[config.mk]
export PLATFORM = sky130hd
export DESIGN_NAME = dsp_result_reader
export DESIGN_NICKNAME = d
export VERILOG_FILES = /design/src/rtl/dsp_result_reader.sv
export SDC_FILE = /design/constraint.sdc
export NUM_CORES = 1
export LEC_CHECK = 0
export ABC_AREA = 0
export CORE_MARGIN = 1.5
export CORE_UTILIZATION = 53
export DETAILED_ROUTE_END_ITERATION = 16
export PLACE_DENSITY = 0.84
export SLEW_MARGIN = 10
export SYNTH_ARGS = -nofsm -noshare
export SYNTH_HDL_FRONTEND = slang
export SYNTH_SLANG_ARGS = --single-unit
[constraint.sdc]
create_clock -name clk -period 6.99 [get_ports clk]
set_input_delay 1.398 -clock clk [delete_from_list [all_inputs] [get_ports clk]]
set_output_delay 1.398 -clock clk [all_outputs]
set_load 0.02 [all_outputs]
[src/rtl/dsp_result_reader.sv]
// Tracks DSP issue-to-P latency and captures each result into a credit-reserved FIFO.
// Optional sticky drop error: define DSP_RD_ERR_EN.
module dsp_result_reader #(
    parameter int LATENCY = 4,
    parameter int DEPTH   = 8,
    parameter int WIDTH   = 48
) (
    input  logic                     clk,
    input  logic                     rst,
    input  logic                     issue,
    input  logic [WIDTH-1:0]         p_in,
    output logic                     credit_ok,
    output logic                     out_valid,
    input  logic                     out_ready,
    output logic [WIDTH-1:0]         out_data,
    output logic [$clog2(DEPTH):0]   count,
    output logic                     err
);

    localparam int AW = $clog2(DEPTH);
    localparam int CW = AW + 1;

    logic [LATENCY-1:0] tags;
    logic [CW-1:0]      inflight;
    logic [AW-1:0]      wr_ptr;
    logic [AW-1:0]      rd_ptr;
    logic [WIDTH-1:0]   mem [DEPTH];
    logic               accept;
    logic               capture;
    logic               pop;
    logic [CW:0]        reserved;

    assign accept    = issue & credit_ok;
    assign capture   = tags[LATENCY-1];
    assign pop       = out_valid & out_ready;
    // Slots already owned by buffered results plus results still in the DSP pipe.
    assign reserved  = {1'b0, count} + {1'b0, inflight};
    assign credit_ok = reserved < (CW+1)'(DEPTH);
    assign out_valid = count != '0;
    assign out_data  = out_valid ? mem[rd_ptr] : '0;

    always_ff @(posedge clk) begin
        if (rst) begin
            tags     <= '0;
            inflight <= '0;
            wr_ptr   <= '0;
            rd_ptr   <= '0;
            count    <= '0;
        end else begin
            tags     <= (tags << 1) | LATENCY'(accept);
            inflight <= inflight + CW'(accept) - CW'(capture);
            count    <= count + CW'(capture) - CW'(pop);
            if (capture)
                wr_ptr <= wr_ptr + AW'(1);
            if (pop)
                rd_ptr <= rd_ptr + AW'(1);
        end
    end

    // A tag leaving the pipe on a reset edge belongs to a discarded issue.
    always_ff @(posedge clk) begin
        if (!rst && capture)
            mem[wr_ptr] <= p_in;
    end

`ifdef DSP_RD_ERR_EN
    always_ff @(posedge clk) begin
        if (rst)
            err <= 1'b0;
        else if (issue && !credit_ok)
            err <= 1'b1;
    end
`else
    assign err = 1'b0;
`endif

endmodule

==> results.cfg <==
[run_status]
outcome = completed

[global_routing]
overflow = 0
antenna_found_initial = 0
grt_usage_pct = 20.4
grt_pass1_wl_um = 46300
grt_pass1_vias = 7799
grt_max_degree = 64

[setup_path]
worstPathMaxFanout = 50
r2r_slack_ps = 4140
required_ps = 5590
end_kind = output port
crit_slowest_cell = dfxtp_4
start_kind = flop
crit_chain = buf_12 > mux4_1 > a22o_1 > clkdlybuf4s50_1
crit_type = flop to output port
cp.arrival_ps = 3430
r2r_cells = 11
worst_path_largest_cell_delay_ps = 940

[flow_run]
maxCapViolCount = 0

[sta]
fin_skew_ps = 15.3
setup_slack_ps = 2170
fmaxAchievable_mhz = 207
worstMarginPinSlew_ps = 1180
slew_headroom_pct = 21.4
finalSetupTns_ps = 0
grt_setup_unrepaired = false
finalCritPeriodShare_pct = 69.0
fin_crit_ps = 4820
drv_slew = 0
finalSetupViolCount = 0
hold_viol = 0

[clock_tree]
cts_buffer_depth = 3
cts_setup_buffers = 0
postCtsHoldBufs = 0
cts_tree = done
clk_pin_slew_ps = 60
clock_latency_ps = 520
h-tree-depth = 2
cts_sinks = 405
post_cts_resized = 0
numCtsBuffers = 40
root_buffer = clkbuf_16

[route]
drc = 0
wirelength_um = 30200
drtAntennaViolNets = 0
viasPerCell = 5.99
drtIter0Drc = 633
routedWlPerCell_um = 24.8
drt_pre_antenna_iters = 5
route.vias.total = 7296

[placed_design]
dp_hpwl_um = 16500
placed_area_um2 = 17000
dp.cells = 1147
dp_slack_ps = 2660
io_buffer_count = 105
gp_congestion = 0.716

[min_path]
hp-class = flop to flop
min_path_cells = 1

[pwr]
swShare_pct = 26.5
combPwrFrac_pct = 23.2
internal_power_w = 0.00468
seq_power_share_pct = 43.9
powerDensity_nw_per_um2 = 348
switching_power_w = 0.00168
ir_drop_v = 0.000287
pwr-share-clk_pct = 32.9
leakagePower_nw = 5.86

[yosys]
synthCells = 679
post_synth.cell_area_avg_um2 = 22.9
ys_ff_latch = 405
yosys.area.top_type_share_pct = 74.3
syn_area_um2 = 15500
yosysWarnings = 0
yosysUniqueCellTypes = 38
synth_top_cell_by_area = edfxtp_1
syn-num-nets = 747
yosysSeqAreaShare_pct = 77.0
yosys-top-cells-area = edfxtp_1 74%, mux4_2 11%, mux4_1 3.4%, dfxtp_1 2.7%, a22o_1 2.7%

[cells_and_area]
final_core_util_pct = 63.5
antenna_cells = 0
num-fill-cells = 1821
drive_gt1_share_pct = 19.9
fin_area_um2 = 18300
nNetsFinal = 873
instances_no_fill = 1218
syn2layout_area_growth_pct = 17.8

[floorplan]
die_w_um = 174
die_height_um = 174
num_rows = 62
boundaryPins = 107
start_util_pct = 53.9
fp.dieArea_um2 = 30300
coreArea_um2 = 28800
## worst max-delay path: cells and delay by family (launching register included)
family                 cells  cell delay [ps]
AO/OA/AOI/OAI              1              240
buffers and inverters      2              990
flip-flops                 1              940
multiplexers               1              610
## final timing paths
kind | end | startpoint
worst max register to register | inflight[2] | count[1]
worst min-delay path | tags[3] | tags[2]
worst min register to register | tags[3] | tags[2]
worst max-delay path | out_data[10] | flop
## kinds of logic (layout without fill, tap and decap cells)
| kind of cell | after synthesis | after routing | share of synthesized area (%) |
|---|---|---|---|
| AO/OA/AOI/OAI | 64 | 64 | 3.43 |
| XOR/XNOR | 4 | 4 | 0.226 |
| adder cells (fa/ha/maj) | 16 | 16 | 1.39 |
| buffers and inverters | 51 | 206 | 2.05 |
| flip-flops | 405 | 405 | 77.0 |
| multiplexers | 98 | 98 | 14.5 |
| other | 1 | 1 | 0.0242 |
| AND/OR/NAND/NOR | 40 | 40 | 1.34 |
## routing by layer
metal,track usage [%],vias up,wire length [um]
met5,0,-,0
met4,5.71,0,563
met3,3.00,47,1630
met2,34.8,257,15500
met1,27.8,3860,12500
li1,-,3132,-
## per-stage QoR
stage	power (W)	hold WS [ps]
floorplan	0.00378	414
global placement	0.00431	424
detailed placement	0.00433	426
CTS	0.00642	440
global route	0.00660	451
finish	0.00636	439
## Yosys cell counts, drive strengths merged
library cell,n
o21ai,3
nor2,18
inv,15
nand2,6
a21o,2
a31o,2
conb,1
nand3b,1
a22o,48
a311oi,1
nor4,2
mux2,1
a2111o,1
edfxtp,384
mux4,96
clkbuf,13
dfxtp,21
xor2,4
a21oi,6
and2,1
a2111oi,1
nand3,1
buf,23
or3,1
and3b,1
nor2b,6
ha,14
nand2b,2
mux2i,1
nor3b,1
fa,2
## sequential cells by signal (all words and copies together), names as in the netlist, named ones only
name      cells
mem         384
count         4
inflight      4
tags          4
rd_ptr        3
wr_ptr        3
## layout make-up
class | count | area [um2] | share of cell area, %
Sequential cell | 405 | 12000 | 65.4
Multi-Input combinational cell | 223 | 3320 | 18.2
Timing Repair Buffer | 120 | 1190 | 6.50
Clock buffer | 48 | 1050 | 5.76
Tap cell | 384 | 480 | 2.63
Clock inverter | 23 | 225 | 1.23
Inverter | 15 | 56.3 | 0.308
## cells in the final DEF (no fill, tap or decap), types with 2 or more instances in the layout
cell type and count:
o21ai_1 2, buf_12 2, a21oi_1 6, ha_1 14, xor2_1 4, nor4_2 2, mux4_1 20, clkinvlp_4 2
a21o_1 2, nor2_1 11, dfxtp_1 19, clkbuf_1 7, clkbuf_16 41, clkinv_1 5, inv_6 3, mux4_2 76
a22o_1 48, clkinv_2 9, nor2_4 7, fa_1 2, buf_4 13, nand2b_1 2, inv_1 14, edfxtp_1 384
bufinv_16 4, nor2b_1 6, clkdlybuf4s50_1 105, dfxtp_4 2, nand2_1 6, a31o_1 2
## power by group through the flow
| stage | registers [W] | clock network [W] | logic [W] |
|---|---|---|---|
| after CTS | 0.00280 | 0.00213 | 0.00149 |
| final | 0.00279 | 0.00209 | 0.00147 |
| after floorplan | 0.00277 | 0 | 0.00100 |
| after global routing | 0.00281 | 0.00222 | 0.00157 |
| after detailed placement | 0.00285 | 0 | 0.00148 |
| after global placement | 0.00285 | 0 | 0.00146 |
No activity file was read; power rests on OpenSTA's default activity.
